`src/rtl/apb_deco_pkg.sv`:
```
// rtl/apb_deco_pkg.sv - shared state encoding, bus width and slot helper for the APB3 N-port decoder
package apb_deco_pkg;

  typedef enum logic [1:0] {
    ST_IDLE,
    ST_SETUP,
    ST_ACCESS,
    ST_RESP
  } t_deco_st;

  localparam int C_APB_DW = 32;

  // A slot is mapped only if an MI port exists for it
  function automatic logic f_slot_valid(input int slot, input int num_mi);
    return (slot >= 0) && (slot < num_mi);
  endfunction

endpackage

```
`src/rtl/apb_deco_timer.sv`:
```
// rtl/apb_deco_timer.sv - ACCESS-phase cycle counter, used only when APB_DECO_TIMEOUT_EN is defined
module apb_deco_timer #(
  parameter int P_TIMEOUT = 255
) (
  input  logic clk,
  input  logic rst,
  input  logic start,
  input  logic run,
  output logic expire
);

  localparam int CW = $clog2(P_TIMEOUT + 1);

  logic [CW-1:0] cnt_q;
  logic [CW-1:0] cnt_d;

  // Clear on the way into ACCESS, count every ACCESS cycle
  always_comb begin
    cnt_d = cnt_q;
    if (start) begin
      cnt_d = '0;
    end else if (run) begin
      cnt_d = cnt_q + CW'(1);
    end
  end

  // Counter register
  always_ff @(posedge clk) begin
    if (rst) begin
      cnt_q <= '0;
    end else begin
      cnt_q <= cnt_d;
    end
  end

  // The edge that would bring the count to P_TIMEOUT ends the access
  assign expire = run && (cnt_q == CW'(P_TIMEOUT - 1));

endmodule

```
`src/rtl/apb3_deco_nport.sv`:
```
// rtl/apb3_deco_nport.sv - APB3 1-to-N decoder with registered MI launch; APB_DECO_TIMEOUT_EN adds an access timeout
module apb3_deco_nport
  import apb_deco_pkg::*;
#(
  parameter int P_NUM_MI  = 5,
  parameter int P_SEL_LSB = 12,
  parameter int P_SEL_W   = 4,
  parameter int P_MI_AW   = 12,
  parameter int P_TIMEOUT = 255
) (
  input  logic                         i_clk_si,
  input  logic                         i_rst_si,
  input  logic                         i_si_psel,
  input  logic                         i_si_penable,
  input  logic                         i_si_pwrite,
  input  logic [31:0]                  i_si_paddr,
  input  logic [C_APB_DW-1:0]          i_si_pwdata,
  output logic [C_APB_DW-1:0]          o_si_prdata,
  output logic                         o_si_pready,
  output logic                         o_si_pslverr,
  output logic [P_NUM_MI-1:0]          o_mi_psel,
  output logic                         o_mi_penable,
  output logic                         o_mi_pwrite,
  output logic [P_MI_AW-1:0]           o_mi_paddr,
  output logic [C_APB_DW-1:0]          o_mi_pwdata,
  input  logic [P_NUM_MI*C_APB_DW-1:0] i_mi_prdata,
  input  logic [P_NUM_MI-1:0]          i_mi_pready,
  input  logic [P_NUM_MI-1:0]          i_mi_pslverr,
  output logic                         o_timeout
);

  t_deco_st               state_q, state_d;
  logic [C_APB_DW-1:0]    si_prdata_q, si_prdata_d;
  logic                   si_pready_q, si_pready_d;
  logic                   si_pslverr_q, si_pslverr_d;
  logic [P_NUM_MI-1:0]    mi_psel_q, mi_psel_d;
  logic                   mi_penable_q, mi_penable_d;
  logic                   mi_pwrite_q, mi_pwrite_d;
  logic [P_MI_AW-1:0]     mi_paddr_q, mi_paddr_d;
  logic [C_APB_DW-1:0]    mi_pwdata_q, mi_pwdata_d;
  logic                   dead_q, dead_d;

  logic [P_SEL_W-1:0]     slot;
  logic [P_NUM_MI-1:0]    slot_oh;
  logic                   sel_rdy;
  logic                   sel_err;
  logic [C_APB_DW-1:0]    sel_rdata;
  logic                   unused_si;

  assign slot      = i_si_paddr[P_SEL_LSB +: P_SEL_W];
  // penable is not needed: a transfer is launched from psel alone
  assign unused_si = ^{i_si_penable, i_si_paddr};

`ifdef APB_DECO_TIMEOUT_EN
  logic tmo_expire;
  logic timeout_q, timeout_d;

  apb_deco_timer #(
    .P_TIMEOUT (P_TIMEOUT)
  ) u_timer (
    .clk    (i_clk_si),
    .rst    (i_rst_si),
    .start  (state_q == ST_SETUP),
    .run    (state_q == ST_ACCESS),
    .expire (tmo_expire)
  );

  assign o_timeout = timeout_q;
`else
  localparam int C_UNUSED_TIMEOUT = P_TIMEOUT;
  assign o_timeout = 1'b0;
`endif

  // One-hot decode of the incoming slot; unmapped slots decode to all-zero
  always_comb begin
    slot_oh = '0;
    for (int k = 0; k < P_NUM_MI; k++) begin
      slot_oh[k] = (int'(slot) == k);
    end
  end

  // Per-port return mux steered by the registered select, so idle ports are ignored
  always_comb begin
    sel_rdy   = 1'b0;
    sel_err   = 1'b0;
    sel_rdata = '0;
    for (int k = 0; k < P_NUM_MI; k++) begin
      if (mi_psel_q[k]) begin
        sel_rdy   = sel_rdy | i_mi_pready[k];
        sel_err   = sel_err | i_mi_pslverr[k];
        sel_rdata = sel_rdata | i_mi_prdata[C_APB_DW*k +: C_APB_DW];
      end
    end
  end

  // FSM next state and next values of every registered output
  always_comb begin
    state_d      = state_q;
    si_prdata_d  = '0;
    si_pready_d  = 1'b0;
    si_pslverr_d = 1'b0;
    mi_psel_d    = mi_psel_q;
    mi_penable_d = mi_penable_q;
    mi_pwrite_d  = mi_pwrite_q;
    mi_paddr_d   = mi_paddr_q;
    mi_pwdata_d  = mi_pwdata_q;
    dead_d       = 1'b0;
`ifdef APB_DECO_TIMEOUT_EN
    timeout_d    = 1'b0;
`endif
    case (state_q)
      ST_IDLE: begin
        // dead_q blocks the cycle right after RESP while the SI finishes its transfer
        if (i_si_psel && !si_pready_q && !dead_q) begin
          mi_pwrite_d = i_si_pwrite;
          mi_paddr_d  = i_si_paddr[P_MI_AW-1:0];
          mi_pwdata_d = i_si_pwdata;
          if (f_slot_valid(int'(slot), P_NUM_MI)) begin
            state_d      = ST_SETUP;
            mi_psel_d    = slot_oh;
            mi_penable_d = 1'b0;
          end else begin
            state_d      = ST_RESP;
            si_pready_d  = 1'b1;
            si_pslverr_d = 1'b1;
          end
        end
      end
      ST_SETUP: begin
        state_d      = ST_ACCESS;
        mi_penable_d = 1'b1;
      end
      ST_ACCESS: begin
        if (sel_rdy) begin
          state_d      = ST_RESP;
          si_pready_d  = 1'b1;
          si_pslverr_d = sel_err;
          si_prdata_d  = mi_pwrite_q ? '0 : sel_rdata;
          mi_psel_d    = '0;
          mi_penable_d = 1'b0;
`ifdef APB_DECO_TIMEOUT_EN
        end else if (tmo_expire) begin
          state_d      = ST_RESP;
          si_pready_d  = 1'b1;
          si_pslverr_d = 1'b1;
          mi_psel_d    = '0;
          mi_penable_d = 1'b0;
          timeout_d    = 1'b1;
`endif
        end
      end
      ST_RESP: begin
        state_d = ST_IDLE;
        dead_d  = 1'b1;
      end
      default: begin
        state_d = ST_IDLE;
      end
    endcase
  end

  // State and output registers; reset abandons any transfer without a response
  always_ff @(posedge i_clk_si) begin
    if (i_rst_si) begin
      state_q      <= ST_IDLE;
      si_prdata_q  <= '0;
      si_pready_q  <= 1'b0;
      si_pslverr_q <= 1'b0;
      mi_psel_q    <= '0;
      mi_penable_q <= 1'b0;
      mi_pwrite_q  <= 1'b0;
      mi_paddr_q   <= '0;
      mi_pwdata_q  <= '0;
      dead_q       <= 1'b0;
`ifdef APB_DECO_TIMEOUT_EN
      timeout_q    <= 1'b0;
`endif
    end else begin
      state_q      <= state_d;
      si_prdata_q  <= si_prdata_d;
      si_pready_q  <= si_pready_d;
      si_pslverr_q <= si_pslverr_d;
      mi_psel_q    <= mi_psel_d;
      mi_penable_q <= mi_penable_d;
      mi_pwrite_q  <= mi_pwrite_d;
      mi_paddr_q   <= mi_paddr_d;
      mi_pwdata_q  <= mi_pwdata_d;
      dead_q       <= dead_d;
`ifdef APB_DECO_TIMEOUT_EN
      timeout_q    <= timeout_d;
`endif
    end
  end

  assign o_si_prdata  = si_prdata_q;
  assign o_si_pready  = si_pready_q;
  assign o_si_pslverr = si_pslverr_q;
  assign o_mi_psel    = mi_psel_q;
  assign o_mi_penable = mi_penable_q;
  assign o_mi_pwrite  = mi_pwrite_q;
  assign o_mi_paddr   = mi_paddr_q;
  assign o_mi_pwdata  = mi_pwdata_q;

endmodule

```
`config.mk`:
```
export PLATFORM = sky130hd
export DESIGN_NAME = apb3_deco_nport
export DESIGN_NICKNAME = d
export VERILOG_FILES = /design/src/rtl/apb_deco_pkg.sv /design/src/rtl/apb_deco_timer.sv /design/src/rtl/apb3_deco_nport.sv
export SDC_FILE = /design/constraint.sdc
export NUM_CORES = 1
export LEC_CHECK = 0
export ABC_AREA = 1
export CORE_AREA = 2 2 126 128
export DETAILED_ROUTE_END_ITERATION = 12
export DIE_AREA = 0 0 128 130
export PLACE_DENSITY = 0.66
export REMOVE_ABC_BUFFERS = 1
export SLEW_MARGIN = 10
export SYNTH_ARGS = -nofsm -noshare
export SYNTH_HDL_FRONTEND = slang
export SYNTH_HIERARCHICAL = 1
export SYNTH_SLANG_ARGS = --single-unit
export TNS_END_PERCENT = 5
```
`constraint.sdc`:
```
create_clock -name i_clk_si -period 1.6 [get_ports i_clk_si]
set_input_delay 0.16 -clock i_clk_si [delete_from_list [all_inputs] [get_ports i_clk_si]]
set_output_delay 0.16 -clock i_clk_si [all_outputs]
set_load 0.03 [all_outputs]
```
Yosys cells after proc, flatten, opt, wreduce, memory -nomap -nowiden:

Cells that the tools add are included.

* register bits: 88
* input port bits: 239
* output and inout bits: 86

* $lt $le $gt $ge: 1
* equality and inequality tests: 10
* multiplexer cells: 34
* bitwise logic cells: 14
* reduce and logical (&&, ||, !) cells: 13

Operators with widths (count)
* two-way mux 32 bit: 5
* OR 32 bit: 4
* two-way mux 1 bit: 18
* two-way mux 5 bit: 3
* one-hot mux 5 bit (2 select lines): 1
* equality test 4 x 3 -> 1 bit (second input constant): 2
* OR 1 bit: 8
* one-hot mux 2 bit (4 select lines): 1
* AND reduction 4 bit: 2
* two-way mux 2 bit: 3
* inequality test 2 bit (second input constant): 3
* equality test 2 bit (second input constant): 2
* equality test 4 x 2 -> 1 bit (second input constant): 1
* equality test 4 bit (second input constant): 1
* zero test 4 bit: 1
* less-than comparator 4 x 3 -> 1 bit (second input constant): 1
* one-hot mux 1 bit (2 select lines): 2
* AND reduction 2 bit: 2
* OR reduction 4 bit: 1
* one-hot mux 1 bit (3 select lines): 1
* nonzero test 3 bit: 1
* equality test 2 x 1 -> 1 bit (second input constant): 1
* logical AND 1 bit: 2
* zero test 1 bit: 2
* other kinds (3): 4

Logic depth before layout (Yosys ltp):

* depth after elaboration: 11
* depth in mapped cells: 9

Worst setup path before layout:

No wires, ideal clock.

* kind: reg-to-reg
* from: register mi_psel_q[2], in the netlist o_mi_psel[2]
* to: register si_prdata_q[0], in the netlist o_si_prdata[0]
* library setup time: 65 ps
* data arrival time: 1324 ps
* required time: 1535 ps
* setup slack: 210 ps
* stages on the path, launching flop included: 9
* buffers on the path: 2
* clock period less this slack: 1390 ps
* path through: dfxtp_1 > buf_2 > nand2_1 > nand2_1 > inv_2 > nand2_1 > nand3_1 > buf_4 > nor2_1

* cells in the longest elaborated chain, start to end: 7
* elaborated cells on any way between the ends: 12
* classes of those cells: mux: 6; bitwise: 5; reduce/logical: 1

Ends and longest elaborated chain
* start, declared: line apb3_deco_nport.sv:36 `logic [P_NUM_MI-1:0] mi_psel_q, mi_psel_d;`
* start signal, assigned: line apb3_deco_nport.sv:183 `mi_psel_q <= mi_psel_d;`
* two-way mux 1 bit: line apb3_deco_nport.sv:88 `if (mi_psel_q[k]) begin`
* OR 1 bit: line apb3_deco_nport.sv:89 `sel_rdy = sel_rdy | i_mi_pready[k];`
* two-way mux 1 bit: line apb3_deco_nport.sv:88
* OR 1 bit: line apb3_deco_nport.sv:89
* two-way mux 1 bit: line apb3_deco_nport.sv:88
* inverter 1 bit (no source line)
* OR reduction 4 bit (no source line)
* end signal, assigned: line apb3_deco_nport.sv:180 `si_prdata_q <= si_prdata_d;`
* end, declared: line apb3_deco_nport.sv:33 `logic [C_APB_DW-1:0] si_prdata_q, si_prdata_d;`

Several ways; a longest one is shown, not always the timed one.
A chain may end at the register's enable or synchronous reset.

Worst setup path after layout:

* from: register mi_pwdata_q[12], in the netlist o_mi_pwdata[12]
* to: output o_mi_pwdata[12]

RTL lines
* start, declared: line apb3_deco_nport.sv:40 `logic [C_APB_DW-1:0] mi_pwdata_q, mi_pwdata_d;`
* start signal, assigned: line apb3_deco_nport.sv:187 `mi_pwdata_q <= mi_pwdata_d;`
* end, declared: line apb3_deco_nport.sv:25 `output logic [C_APB_DW-1:0] o_mi_pwdata,`

No word-level cell between the ends.

==> impl_metrics.yaml <==
sta:
  clock_skew_ps: 5.29
  drv_slew: 0
  tns_ps: 0
  min_period_over_period_pct: 96.1
  fin_ws_ps: 61.8
  final-hold-violation-count: 0
  finalSetupViolations: 0
  period_needed_ps: 1540
  max_freq_mhz: 650
clock_network:
  numClockSinks: 88
  cts_buffers: 9
  cts_root_buffer: "clkbuf_16"
  clock_latency_ps: 330
  ctsLongestPathBuffers: 2
  cts_tree: "yes"
  clkTransAtPathRegs_ps: 60
  hold_buffers: 0
  htreeDepth: 3
grt:
  grt_pass1_wl_um: 23600
  grt_max_degree: 46
  overflow: 0
  grt_pass1_vias: 4581
  antenna_found_initial: 0
  track_usage_pct: 18.3
setup_path:
  path_buf_inv: 1
  r2r_cells: 9
  cp.arrival_ps: 1380
  r2r-end: "o_si_pslverr$_SDFF_PP0_"
  max_stage_delay_ps: 690
  endpoint_kind: "primary output"
  crit_chain: "clkdlybuf4s50_1"
  regToRegStartpoint: "state_q[0]$_SDFFE_PP0P_"
  start_kind: "register"
  cp_slowest_cell: "clkdlybuf4s50_1"
  crit_type: "register to primary output"
  path_delay_family: "buffers and inverters"
  worstPathRequired_ps: 1440
  cp_max_fo: 2
  rrSetupSlack_ps: 130
synthesis:
  synth_area_per_cell_um2: 7.06
  synth_seq_cells: 88
  synth_warnings: 6
  seq_area_frac_synth_pct: 44.9
  synth_common_cells: "nor2_1, nand2_1, dfxtp_1"
  synth.largest_area_cell: "dfxtp_1"
  synth.area.top_cells: "dfxtp_1, nor2_1, nand2_1"
  synth_top_area_share_pct: 44.9
  netlist-cell-type-count: 23
  yosysMostFrequentCell: "nor2_1"
  syn_area_mm2: 0.00393
  synth_cells: 556
  ys_dominant_reg_cell: "dfxtp_1"
  async_flop_share_pct: 0
  synth_edf_count: 0
final_layout:
  area_growth_syn_to_layout_pct: 95.3
  fin_area_mm2: 0.00766
  n_fill_cell: 1547
  drive_above_1_share_pct: 7.01
  diodes: 0
  finalNetCount: 1108
power:
  p_switching_mw: 3.94
  p_comb_share_pct: 51.0
  ir_drop_mv: 0.630
  total_leakage_power_nw: 3.06
  switching_share_pct: 39.2
  power.density_mw_per_mm2: 1310
  internal_power_mw: 6.11
  power_frac_clock_pct: 19.9
  seqPwrFrac_pct: 29.1
route:
  drt-vias-per-instance: 4.53
  drcViolationCount: 0
  vias: 4815
  ant_nets: 0
  first_pass_iters: 4
  wire_per_inst_um: 14.6
  drt_iter0_drc: 178
  wl_um: 15500
run:
  cap_violations: 0
placement:
  place_ws_ps: 3.62
  post_dp_cell_area_mm2: 0.00737
  place_congestion: 0.801
  place.detailed.hpwl_um: 12100
  io_buffers: 306
min_path:
  min-delay-start: "i_rst_si"
  hold_depth: 2
  hold_end: "dead_q$_SDFF_PP0_"
  hold_path_class: "primary input to register"
die:
  ios: 325
  rows: 46
  die_area_mm2: 0.0166
  die_y_um: 130
  core_mm2: 0.0154
  dieWidth_um: 128
  start_util_pct: 25.4
status:
  status: "finished clean"
## logic make-up (layout without fill, tap and decap cells)
family	Yosys count	count (layout)	synth area share (%)
and+or+nand+nor	319	319	32.8
AOI/OAI and AO/OA	85	85	14.3
buffers and inverters	59	373	6.66
DFF	88	88	44.9
adders and majority gates	4	4	1.28
other	1	1	0.0955
## worst max-delay path by stage
stage	from	to	slack, ps	cells after the start
floorplan	o_mi_psel[1]$_SDFFE_PP0P_	o_si_prdata[0]$_SDFF_PP0_	-590	6
CTS	o_si_prdata[0]$_SDFF_PP0_	o_si_prdata[0]	10	1
global placement	i_si_psel	o_mi_pwdata[21]$_SDFFE_PP0P_	20	8
detailed placement	i_si_psel	o_mi_pwdata[16]$_SDFFE_PP0P_	4	8
global route	state_q[1]$_SDFFE_PP0P_	o_mi_psel[4]$_SDFFE_PP0P_	-8	9
finish	o_mi_pwdata[12]$_SDFFE_PP0P_	o_mi_pwdata[12]	60	1
## power by group through the flow
stage | logic [mW] | clock network (mW) | registers [mW]
2_1_floorplan | 1.66 | 0 | 4.04
3_3_place_gp | 5.14 | 0 | 2.97
3_5_place_dp | 5.15 | 0 | 2.99
4_1_cts | 5.16 | 2.08 | 2.94
5_1_grt | 5.62 | 2.16 | 2.98
6_report | 5.13 | 2.00 | 2.93
## layout by cell type (no fill, tap or decap)
master and n:
dfxtp_1 88, inv_6 2, a22o_1 1, clkdlybuf4s50_1 299, a221oi_1 32, ha_2 2, ha_1 2, clkbuf_16 9
nand4_1 6, inv_1 19, nand2_1 129, o21ai_0 46, clkinvlp_4 3, dlymetal6s2s_1 2, nor2_2 3, o21ai_1 1
clkbuf_8 1, buf_4 25, clkinv_1 1, and2_1 1, a21oi_4 1, nand2_2 1, nand3_2 2, inv_2 2
conb_1 1, clkbuf_1 1, nor2_1 138, nor2_4 1, buf_12 9, nand3_1 38, a21oi_1 4
## area by class of cell
cell class	count	area, um2	area share (%)
multi-input cells	409	1910	24.9
well taps	192	240	3.13
clock buffers	11	243	3.17
clock inverters	5	40.0	0.522
inverters	22	82.6	1.08
repair buffers	335	3390	44.2
flip-flops and latches	88	1760	23.0
## through the flow
| step | std cells | hold slack [ps] | utilization (%) | total power [mW] |
|---|---|---|---|---|
| finish | 1062 | 414 | 49.7 | 10.1 |
| global route | 1062 | 441 | 49.7 | 10.8 |
| CTS | 1062 | 402 | 49.6 | 10.2 |
| detailed placement | 1046 | 470 | 47.8 | 8.14 |
| global placement | 1046 | 462 | 47.8 | 8.11 |
| floorplan | 519 | 231 | - | 5.70 |
## per-layer routing
layer  vias to the layer above  wire length [um]  global-route usage, %
met2                       223              7540                   32.4
met3                        29              1390                   5.78
li1                       2438                 -                      -
met5                         -                 0                      0
met1                      2125              6030                   20.3
met4                         0               507                   8.40
## registers in the layout (all words and copies together), names as in the netlist
register      flops
o_si_prdata      32
o_mi_penable      1
o_mi_pwrite       1
o_mi_pwdata      32
o_mi_psel         5
o_si_pready       1
state_q           2
o_si_pslverr      1
o_mi_paddr       12
dead_q            1
## timing repair
action | 4_1_cts | 5_1_grt
setup buffers | 0 | 0
setup endpoints to repair | 0 | 11
resized for setup | 0 | 5
(Power assumes the default switching activity.)
